<file path="src/rtl/cache_mem_arbiter_if.sv">
// Bundle between the cache-side arbiter and the two caches plus the pipelined main memory.
// Requests are levels held by the requester until its done pulse; the arbiter samples them only while idle.
interface cache_mem_arbiter_if #(parameter int ADDR_W = 16);
    logic              icache_miss;
    logic [ADDR_W-1:0] icache_miss_addr;
    logic              dcache_miss;
    logic [ADDR_W-1:0] dcache_miss_addr;
    logic              dcache_wr;
    logic [ADDR_W-1:0] dcache_wr_addr;
    logic [15:0]       dcache_wr_data;
    logic              mem_enable;
    logic              mem_wr;
    logic [ADDR_W-1:0] mem_addr;
    logic [15:0]       mem_data_in;
    logic [15:0]       mem_data_out;
    logic              mem_data_valid;
    logic              fill_we;
    logic              fill_target;
    logic [2:0]        fill_word;
    logic [15:0]       fill_data;
    logic              tag_we;
    logic              i_fill_done;
    logic              d_fill_done;
    logic              d_wr_done;
    logic              busy;

    modport master (
        input  icache_miss, icache_miss_addr, dcache_miss, dcache_miss_addr,
        input  dcache_wr, dcache_wr_addr, dcache_wr_data, mem_data_out, mem_data_valid,
        output mem_enable, mem_wr, mem_addr, mem_data_in,
        output fill_we, fill_target, fill_word, fill_data, tag_we,
        output i_fill_done, d_fill_done, d_wr_done, busy
    );

    modport slave (
        output icache_miss, icache_miss_addr, dcache_miss, dcache_miss_addr,
        output dcache_wr, dcache_wr_addr, dcache_wr_data, mem_data_out, mem_data_valid,
        input  mem_enable, mem_wr, mem_addr, mem_data_in,
        input  fill_we, fill_target, fill_word, fill_data, tag_we,
        input  i_fill_done, d_fill_done, d_wr_done, busy
    );
endinterface

</file>
<file path="src/rtl/cache_mem_arbiter.sv">
// Shares one pipelined main memory between I- and D-cache: block fills with one issue per cycle,
// word-by-word steering into the target array, tag write on the last word, and D-cache store write-through.
module cache_mem_arbiter #(
    parameter int WORDS_PER_BLOCK = 8,
    parameter int MEM_LATENCY     = 4,
    parameter int ADDR_W          = 16
) (
    input  logic                  clk,
    input  logic                  rst_n,
    cache_mem_arbiter_if.master   bus,
    output logic [1:0]            o_dbg_state
);
    localparam logic [3:0] NWORDS    = 4'(WORDS_PER_BLOCK);
    localparam logic [3:0] LAST_WORD = 4'(WORDS_PER_BLOCK - 1);

    // The word counters and the 3-bit fill_word port assume an 8-word block.
    if (WORDS_PER_BLOCK != 8 || MEM_LATENCY < 1 || ADDR_W < 5) begin : g_bad_cfg
        $error("cache_mem_arbiter: unsupported parameter combination");
    end

    typedef enum logic [1:0] {
        S_IDLE  = 2'd0,
        S_FILL  = 2'd1,
        S_WRITE = 2'd2,
        S_DONE  = 2'd3
    } state_t;

    state_t            r_state, w_state_nxt;
    logic              r_target, w_target_nxt;
    logic [ADDR_W-1:0] r_base, w_base_nxt;
    logic [ADDR_W-1:0] r_wr_addr, w_wr_addr_nxt;
    logic [15:0]       r_wr_data, w_wr_data_nxt;
    logic [3:0]        r_issue_cnt, w_issue_nxt;
    logic [3:0]        r_recv_cnt, w_recv_nxt;

    logic              w_mem_enable, w_mem_wr;
    logic [ADDR_W-1:0] w_mem_addr;
    logic [15:0]       w_mem_data_in;
    logic              w_fill_we, w_tag_we;
    logic [2:0]        w_fill_word;
    logic [15:0]       w_fill_data;
    logic              w_i_done, w_d_done, w_wr_done;

    always_ff @(posedge clk or negedge rst_n) begin
        if (!rst_n) begin
            r_state     <= S_IDLE;
            r_target    <= 1'b0;
            r_base      <= '0;
            r_wr_addr   <= '0;
            r_wr_data   <= '0;
            r_issue_cnt <= '0;
            r_recv_cnt  <= '0;
        end else begin
            r_state     <= w_state_nxt;
            r_target    <= w_target_nxt;
            r_base      <= w_base_nxt;
            r_wr_addr   <= w_wr_addr_nxt;
            r_wr_data   <= w_wr_data_nxt;
            r_issue_cnt <= w_issue_nxt;
            r_recv_cnt  <= w_recv_nxt;
        end
    end

    always_comb begin
        w_state_nxt   = r_state;
        w_target_nxt  = r_target;
        w_base_nxt    = r_base;
        w_wr_addr_nxt = r_wr_addr;
        w_wr_data_nxt = r_wr_data;
        w_issue_nxt   = r_issue_cnt;
        w_recv_nxt    = r_recv_cnt;
        w_mem_enable  = 1'b0;
        w_mem_wr      = 1'b0;
        w_mem_addr    = '0;
        w_mem_data_in = '0;
        w_fill_we     = 1'b0;
        w_fill_word   = '0;
        w_fill_data   = '0;
        w_tag_we      = 1'b0;
        w_i_done      = 1'b0;
        w_d_done      = 1'b0;
        w_wr_done     = 1'b0;

        case (r_state)
            S_IDLE: begin
                w_issue_nxt = '0;
                w_recv_nxt  = '0;
                // D side first: it is older in the pipeline, so stalling it behind an I fill could deadlock.
                if (bus.dcache_miss) begin
                    w_state_nxt  = S_FILL;
                    w_target_nxt = 1'b1;
                    w_base_nxt   = {bus.dcache_miss_addr[ADDR_W-1:4], 4'h0};
                end else if (bus.dcache_wr) begin
                    w_state_nxt   = S_WRITE;
                    w_wr_addr_nxt = bus.dcache_wr_addr;
                    w_wr_data_nxt = bus.dcache_wr_data;
                end else if (bus.icache_miss) begin
                    w_state_nxt  = S_FILL;
                    w_target_nxt = 1'b0;
                    w_base_nxt   = {bus.icache_miss_addr[ADDR_W-1:4], 4'h0};
                end
            end
            S_FILL: begin
                if (r_issue_cnt < NWORDS) begin
                    w_mem_enable = 1'b1;
                    w_mem_addr   = r_base + {{(ADDR_W-4){1'b0}}, r_issue_cnt[2:0], 1'b0};
                    w_issue_nxt  = r_issue_cnt + 4'd1;
                end
                if (bus.mem_data_valid) begin
                    w_fill_we   = 1'b1;
                    w_fill_word = r_recv_cnt[2:0];
                    w_fill_data = bus.mem_data_out;
                    w_recv_nxt  = r_recv_cnt + 4'd1;
                    if (r_recv_cnt == LAST_WORD) begin
                        w_tag_we    = 1'b1;
                        w_i_done    = ~r_target;
                        w_d_done    = r_target;
                        w_state_nxt = S_DONE;
                    end
                end
            end
            S_WRITE: begin
                w_mem_enable  = 1'b1;
                w_mem_wr      = 1'b1;
                w_mem_addr    = r_wr_addr;
                w_mem_data_in = r_wr_data;
                w_wr_done     = 1'b1;
                w_state_nxt   = S_DONE;
            end
            S_DONE: begin
                // Requester drops its request during this cycle, so nothing is sampled here.
                w_state_nxt = S_IDLE;
            end
            default: w_state_nxt = S_IDLE;
        endcase
    end

    assign bus.mem_enable  = w_mem_enable;
    assign bus.mem_wr      = w_mem_wr;
    assign bus.mem_addr    = w_mem_addr;
    assign bus.mem_data_in = w_mem_data_in;
    assign bus.fill_we     = w_fill_we;
    assign bus.fill_target = r_target;
    assign bus.fill_word   = w_fill_word;
    assign bus.fill_data   = w_fill_data;
    assign bus.tag_we      = w_tag_we;
    assign bus.i_fill_done = w_i_done;
    assign bus.d_fill_done = w_d_done;
    assign bus.d_wr_done   = w_wr_done;
    assign bus.busy        = (r_state != S_IDLE);
    assign o_dbg_state     = r_state;
endmodule

</file>
<file path="src/flat_wrapper.sv">
// flat-port wrapper written by rule: the top's interface ports become plain ports
module cache_mem_arbiter_flat 
#(
    parameter int WORDS_PER_BLOCK = 8,
    parameter int MEM_LATENCY     = 4,
    parameter int ADDR_W          = 16
)
  (clk, rst_n, o_dbg_state, bus_icache_miss, bus_icache_miss_addr, bus_dcache_miss, bus_dcache_miss_addr, bus_dcache_wr, bus_dcache_wr_addr, bus_dcache_wr_data, bus_mem_data_out, bus_mem_data_valid, bus_mem_enable, bus_mem_wr, bus_mem_addr, bus_mem_data_in, bus_fill_we, bus_fill_target, bus_fill_word, bus_fill_data, bus_tag_we, bus_i_fill_done, bus_d_fill_done, bus_d_wr_done, bus_busy);
  cache_mem_arbiter_if #(.ADDR_W(ADDR_W)) bus_i ();
  input  logic clk;
  input  logic rst_n;
  output logic [1:0] o_dbg_state;
  input wire logic [$bits(bus_i.icache_miss)-1:0] bus_icache_miss;
  input wire logic [$bits(bus_i.icache_miss_addr)-1:0] bus_icache_miss_addr;
  input wire logic [$bits(bus_i.dcache_miss)-1:0] bus_dcache_miss;
  input wire logic [$bits(bus_i.dcache_miss_addr)-1:0] bus_dcache_miss_addr;
  input wire logic [$bits(bus_i.dcache_wr)-1:0] bus_dcache_wr;
  input wire logic [$bits(bus_i.dcache_wr_addr)-1:0] bus_dcache_wr_addr;
  input wire logic [$bits(bus_i.dcache_wr_data)-1:0] bus_dcache_wr_data;
  input wire logic [$bits(bus_i.mem_data_out)-1:0] bus_mem_data_out;
  input wire logic [$bits(bus_i.mem_data_valid)-1:0] bus_mem_data_valid;
  output wire logic [$bits(bus_i.mem_enable)-1:0] bus_mem_enable;
  output wire logic [$bits(bus_i.mem_wr)-1:0] bus_mem_wr;
  output wire logic [$bits(bus_i.mem_addr)-1:0] bus_mem_addr;
  output wire logic [$bits(bus_i.mem_data_in)-1:0] bus_mem_data_in;
  output wire logic [$bits(bus_i.fill_we)-1:0] bus_fill_we;
  output wire logic [$bits(bus_i.fill_target)-1:0] bus_fill_target;
  output wire logic [$bits(bus_i.fill_word)-1:0] bus_fill_word;
  output wire logic [$bits(bus_i.fill_data)-1:0] bus_fill_data;
  output wire logic [$bits(bus_i.tag_we)-1:0] bus_tag_we;
  output wire logic [$bits(bus_i.i_fill_done)-1:0] bus_i_fill_done;
  output wire logic [$bits(bus_i.d_fill_done)-1:0] bus_d_fill_done;
  output wire logic [$bits(bus_i.d_wr_done)-1:0] bus_d_wr_done;
  output wire logic [$bits(bus_i.busy)-1:0] bus_busy;
  assign bus_i.icache_miss = bus_icache_miss;
  assign bus_i.icache_miss_addr = bus_icache_miss_addr;
  assign bus_i.dcache_miss = bus_dcache_miss;
  assign bus_i.dcache_miss_addr = bus_dcache_miss_addr;
  assign bus_i.dcache_wr = bus_dcache_wr;
  assign bus_i.dcache_wr_addr = bus_dcache_wr_addr;
  assign bus_i.dcache_wr_data = bus_dcache_wr_data;
  assign bus_i.mem_data_out = bus_mem_data_out;
  assign bus_i.mem_data_valid = bus_mem_data_valid;
  assign bus_mem_enable = bus_i.mem_enable;
  assign bus_mem_wr = bus_i.mem_wr;
  assign bus_mem_addr = bus_i.mem_addr;
  assign bus_mem_data_in = bus_i.mem_data_in;
  assign bus_fill_we = bus_i.fill_we;
  assign bus_fill_target = bus_i.fill_target;
  assign bus_fill_word = bus_i.fill_word;
  assign bus_fill_data = bus_i.fill_data;
  assign bus_tag_we = bus_i.tag_we;
  assign bus_i_fill_done = bus_i.i_fill_done;
  assign bus_d_fill_done = bus_i.d_fill_done;
  assign bus_d_wr_done = bus_i.d_wr_done;
  assign bus_busy = bus_i.busy;
  cache_mem_arbiter #(.WORDS_PER_BLOCK(WORDS_PER_BLOCK), .MEM_LATENCY(MEM_LATENCY), .ADDR_W(ADDR_W)) u_core (.clk(clk), .rst_n(rst_n), .bus(bus_i), .o_dbg_state(o_dbg_state));
endmodule
</file>
<file path="config.mk">
export PLATFORM = sky130hd
export DESIGN_NAME = cache_mem_arbiter_flat
export DESIGN_NICKNAME = d
export VERILOG_FILES = /design/src/rtl/cache_mem_arbiter_if.sv /design/src/rtl/cache_mem_arbiter.sv /design/src/flat_wrapper.sv
export SDC_FILE = /design/constraint.sdc
export NUM_CORES = 1
export LEC_CHECK = 0
export CAP_MARGIN = 10
export CORE_MARGIN = 1.5
export CORE_UTILIZATION = 41
export DETAILED_ROUTE_END_ITERATION = 8
export HOLD_SLACK_MARGIN = 0.03
export PLACE_DENSITY = 0.93
export SYNTH_ARGS = -nofsm -noshare
export SYNTH_HDL_FRONTEND = slang
export SYNTH_SLANG_ARGS = --single-unit
</file>
<file path="constraint.sdc">
create_clock -name clk -period 2 [get_ports clk]
set_clock_uncertainty 0.15 [all_clocks]
set_input_delay 0.4 -clock clk [delete_from_list [all_inputs] [get_ports clk]]
set_output_delay 0.4 -clock clk [all_outputs]
set_load 0.1 [all_outputs]
</file>
# Yosys cells after proc, flatten, opt, wreduce, memory -nomap -nowiden
# Cells that the tools add are included.
[word_totals]
ff_bits = 59
in_bits = 86
wordCells = 68
[classes]
addsub = 3
magnitude_cmp = 1
n_eq_ne = 9
n_mux = 37
bitwise = 2
reduce_logical = 9
[ops]
columns = ["cell", "count"]
rows = [
  ["16-bit 2-to-1 mux", 7],
  ["16-bit case mux with 2 select lines", 1],
  ["16-bit by 4-bit adder with 16-bit output", 1],
  ["1-bit 2-to-1 mux", 16],
  ["4-bit case mux with 2 select lines", 2],
  ["2-bit 2-to-1 mux", 5],
  ["3-bit AND reduction", 3],
  ["4-bit by 1-bit adder with 4-bit output (second input constant)", 2],
  ["4-bit 2-to-1 mux", 2],
  ["2-bit case mux with 4 select lines", 1],
  ["3-bit 2-to-1 mux", 2],
  ["2-bit nonzero test", 3],
  ["2-bit == test (second input constant)", 2],
  ["4-bit by 3-bit == test with 1-bit output (second input constant)", 1],
  ["4-bit < comparator (second input constant)", 1],
  ["2-bit by 1-bit != test with 1-bit output (second input constant)", 2],
  ["2-bit != test (second input constant)", 2],
  ["4-bit != test (second input constant)", 1],
  ["2-bit AND reduction", 2],
  ["2-bit by 1-bit == test with 1-bit output (second input constant)", 1],
  ["2-bit logical NOT", 1],
  ["1-bit inverter", 2],
  ["1-bit case mux with 2 select lines", 1],
]

# Logic depth before layout (Yosys ltp)
[logic_depth]
word_depth = 4
depth_mapped = 7
mapped_depth_nobuf = 5

# Least setup slack after synthesis
# OpenSTA, ideal clock, no wires.
[synth_path]
path_kind = "register -> output"
start = "reg u_core.r_state[0], in the netlist u_core.o_dbg_state[0]"
end = "out bus_d_fill_done"
arrival_ps = 3871
required_time_ps = 1450
path_slack_ps = -2421
path_stages_with_launch = 5
path_cell_list = "dfrtp_1 -> ha_1 -> and3_1 -> and3b_1 -> and2_1"
[synth_via]
elab_chain_cells = 2
[synth_lines]
columns = ["item", "line_no", "text"]
rows = [
  ["from (decl)", "cache_mem_arbiter.sv:28", "state_t r_state, w_state_nxt;"],
  ["from (signal assigned)", "cache_mem_arbiter.sv:54", "r_state <= w_state_nxt;"],
  ["2-bit by 1-bit == test with 1-bit output", "cache_mem_arbiter.sv:84", "case (r_state)"],
  ["1-bit 2-to-1 mux", "cache_mem_arbiter.sv:84", ""],
  ["to (decl)", "flat_wrapper.sv:32", "output wire logic [$bits(bus_i.d_fill_done)-1:0] bus_d_fill_done;"],
]
# Every way passes these cells.

# Final worst setup path
[layout_path]
start = "reg u_core.r_state[0], in the netlist u_core.o_dbg_state[0]"
end = "out bus_mem_addr[3]"
[layout_via]
elab_chain_cells = 2
[layout_lines]
columns = ["item", "line_no", "text"]
rows = [
  ["2-bit == test or 2-bit by 1-bit == test with 1-bit output (tied branches)", "cache_mem_arbiter.sv:84", ""],
  ["16-bit case mux with 2 select lines *", "cache_mem_arbiter.sv:84", ""],
  ["to (decl)", "flat_wrapper.sv:24", "output wire logic [$bits(bus_i.mem_addr)-1:0] bus_mem_addr;"],
]
# Every way passes the cells marked *; elsewhere a longest branch is shown, timed or not.

==> impl_results.md <==
* Post-synth top area cell: dfrtp_1
* CP endpoint: bus_mem_addr[3]
* Post-synthesis cell count at 249
* Multi-input gate area at 1910 um^2
* M3 GR Usage at 0.0522
* CP arrival at between 1.5 and 2 ns
* Most Used Layer, Global Route: met2
* WL final at 12.2 mm
* Core Box Area at between 7000 and 8000 um^2
* Met1 global-route usage at 0.308
* R2r worst-path depth at 8
* Critical Path Source: u_core.o_dbg_state[0]
* Die Width at 88.6 um
* Status: finished, violations left
* NumNets Final at 524
* Synthesis-to-layout area growth at 106%
* Placement row count at 31
* Die area at roughly 7900 um^2
* Cell area after synthesis at between 3000 and 4000 um^2
* Worst Slack Setup Final at -0.507 ns
* Required @ worst endpoint at 1.45 ns
* Vias per cell at 5.38
* HPWL Detailed at 7.25 mm
* Leak at 2.59 nW
* H-tree depth at 2
* IO Pins at 148
* Commonest non-fill, non-tap cell in the layout: clkdlybuf4s50_1
* DRT antenna net count at 0
* CTS clk-pin slew, worst paths at roughly 0.10 ns
* CTS tree: done
* Largest delay share family, worst path: buffers and inverters
* Antenna violations before repair at 0
* Drt drc at 0
* Slowest cell delay on critical path at 0.49 ns
* CP max FO at 4
* Placed cell areas at 5600 um^2
* Setup violations, final at 69
* Avg Cell Area, Syn at 12.1 um^2
* Slew Viols, Final at 0
* Total track usage at 0.267
* Critical R2R Launch: u_core.o_dbg_state[0]
* Final Hold Fails at 0
* Top cells by area in the synthesized netlist: dfrtp_1, mux2_2, mux2_4, and2_1, and3_1
* Post-synth cell types at 32
* Slowest cell on crit path: dfrtp_4
* Failing checks: setup timing
* HP Class: register to register
* Diode count at 0
* Fillcell total at 291
* Hold Slack at 0.369 ns
* Net count after synthesis at approximately 340
* Register area at 1380 um^2
* Buffers on Ports at 139
* Pre-CTS setup slack at -0.188 ns
* Tcrit/Tclk final at 1.25
* Routability cong. at ~0.73
* Via Count at 2858
* FF+latch count, synth at 55
* Avg WL per Cell at 23.0 um
* Layout cells sized above 1 at 0.618
* CP Launch Type: register
* RSZ-0062 raised after global routing: yes
* Worst-Skew Late Latency at 0.31 ns
* Clock root cell: clkbuf_8
* Post-synth top area share at 0.458
* GR Layer Usage met2 at 0.497
* Worst Tran Pin Value at 0.373 ns
* Number of cells on the critical path at 6
* Final core area utilization at 0.861
* Final min period at 2.51 ns
* Final setup TNS at -19.34 ns
* Initial DRC Count at 171
* Global route overflow at 0
* Critical Path, Cell by Cell: clkinvlp_4, ha_4, buf_12, a22oi_2, nor2_4, buf_12
* Nature of the critical path endpoint: output pin
* Vias in the first global route at 2992
* Fmax at 0.399 GHz
* Post-synthesis sequential area ratio at 0.458
* Buffers & Inverters on Critical Path at 3
* Syn. warnings at 0
* Max Cap Violations at 0
* Most used cell, CP: buf_12
* Worst slew margin at 0.751
* TritonRoute pass-1 iters at 4
* Peak VDD IR at about 1.6 mV
* Pin count of the biggest net entering global routing at 56
* Clock Sink Count at 55
* First-pass GRT wire length at between 15 and 20 mm
* Worst R2R End: u_core.o_dbg_state[0]
* Commonest cells after routing, fill and taps aside: clkdlybuf4s50_1, buf_12, dfrtp_1, mux2_2, buf_4
* Final Instance Area at 6180 um^2
* DIE HEIGHT at 88.6 um
* Pwr dens at 1950 nW/um^2
* Clock buffer depth at 2
* CTS Buf Count at 5
* WS Path Type: register to output pin
* Initial Utilization at 0.419
* R2r setup slk at -0.17 ns
==> power breakdown <==
part	leakage [nW]	switching [W]	internal [W]
Combinational	1.88	0.00524	0.00394
Sequential	0.666	0.000505	0.00166
Clock	0.0484	0.000392	0.000286
==> logic make-up after synthesis <==
group	count (synthesis)	share of synthesized area
buffers and inverters	23	0.0512
AOI/OAI and AO/OA	26	0.0699
and+or+nand+nor	73	0.141
muxes	61	0.239
xor gates and xnor gates	4	0.0117
adders and majority gates	7	0.0291
DFF	55	0.458
==> what timing repair did <==
action / 4_1_cts / 5_1_grt
hold buffers: 1 / 0
cloned: 1 / 3
resized for setup: 33 / 20
pin swaps: 21 / 11
buffers inserted: 7 / 15
hold endpoints to repair: 55 / 0
setup endpoints to repair: 75 / 90
==> state kept, by name, summed over array words and instances, names as in the netlist <==
name / cells
u_core.bus.fill_target: 1
u_core.o_dbg_state: 2
u_core.r_base: 12
u_core.r_issue_cnt: 4
u_core.r_recv_cnt: 4
u_core.r_wr_addr: 16
u_core.r_wr_data: 16
==> cell type report <==
cell class | instances | share of cell area
clock inverter | 1 | 0.00142
timing repair buffer | 192 | 0.426
tap | 99 | 0.0200
sequential | 55 | 0.224
inverter | 6 | 0.00608
multi-input combinational | 171 | 0.309
clock buffer | 7 | 0.0140
==> metrics by stage <==
| step | power, W | std cells |
|---|---|---|
| 6_report | 0.0120 | 531 |
| 3_5_place_dp | 0.0100 | 501 |
| 5_1_grt | 0.0123 | 531 |
| 2_1_floorplan | 0.00724 | 249 |
| 4_1_cts | 0.0112 | 518 |
| 3_3_place_gp | 0.00978 | 501 |
==> worst register-to-register path, cell delays in order, from the launching register on <==
cell and delay (ns):
dfrtp_4 0.54, ha_4 0.19, buf_4 0.13, buf_4 0.13
clkbuf_16 0.15, buf_8 0.13, a221oi_4 0.27, buf_4 0.16
mux2i_1 0.22
==> routing by layer <==
layer / wire (um) / vias up / part of all wire
met4: 482 / 0 / 0.039
met3: 800 / 42 / 0.066
met5: 0 / - / 0
met2: 6370 / 177 / 0.52
li1: - / 1239 / -
met1: 4560 / 1400 / 0.37
==> cells in the mapped netlist (all sizes together) <==
master / n
xnor2: 3
nand4: 1
mux2i: 2
clkinv: 1
and3: 19
ha: 7
xor2: 1
a221oi: 1
a22o: 6
o21a: 1
nor2: 18
o21ai: 3
nor2b: 3
and3b: 1
inv: 5
mux2: 59
nand2b: 2
dfrtp: 55
nand2: 5
nor4b: 1
clkbuf: 7
and2: 20
a22oi: 15
buf: 10
nand3b: 2
nand3: 1
==> how the worst min path moves through the flow <==
stage                     cells after the start  slack (ns)                      to            startpoint
after floorplan                               0       -0.05  u_core.bus.fill_target                 rst_n
after global placement                        2        0.27    u_core.r_wr_addr[13]                 rst_n
after detailed placement                      2        0.27    u_core.r_wr_addr[13]                 rst_n
after CTS                                     1        0.36    u_core.r_recv_cnt[3]  u_core.r_recv_cnt[3]
after global routing                          1        0.39     u_core.r_wr_data[5]   u_core.r_wr_data[5]
final                                         1        0.37     u_core.r_wr_data[2]   u_core.r_wr_data[2]
Note: power is estimated with default switching activity, not from simulation.
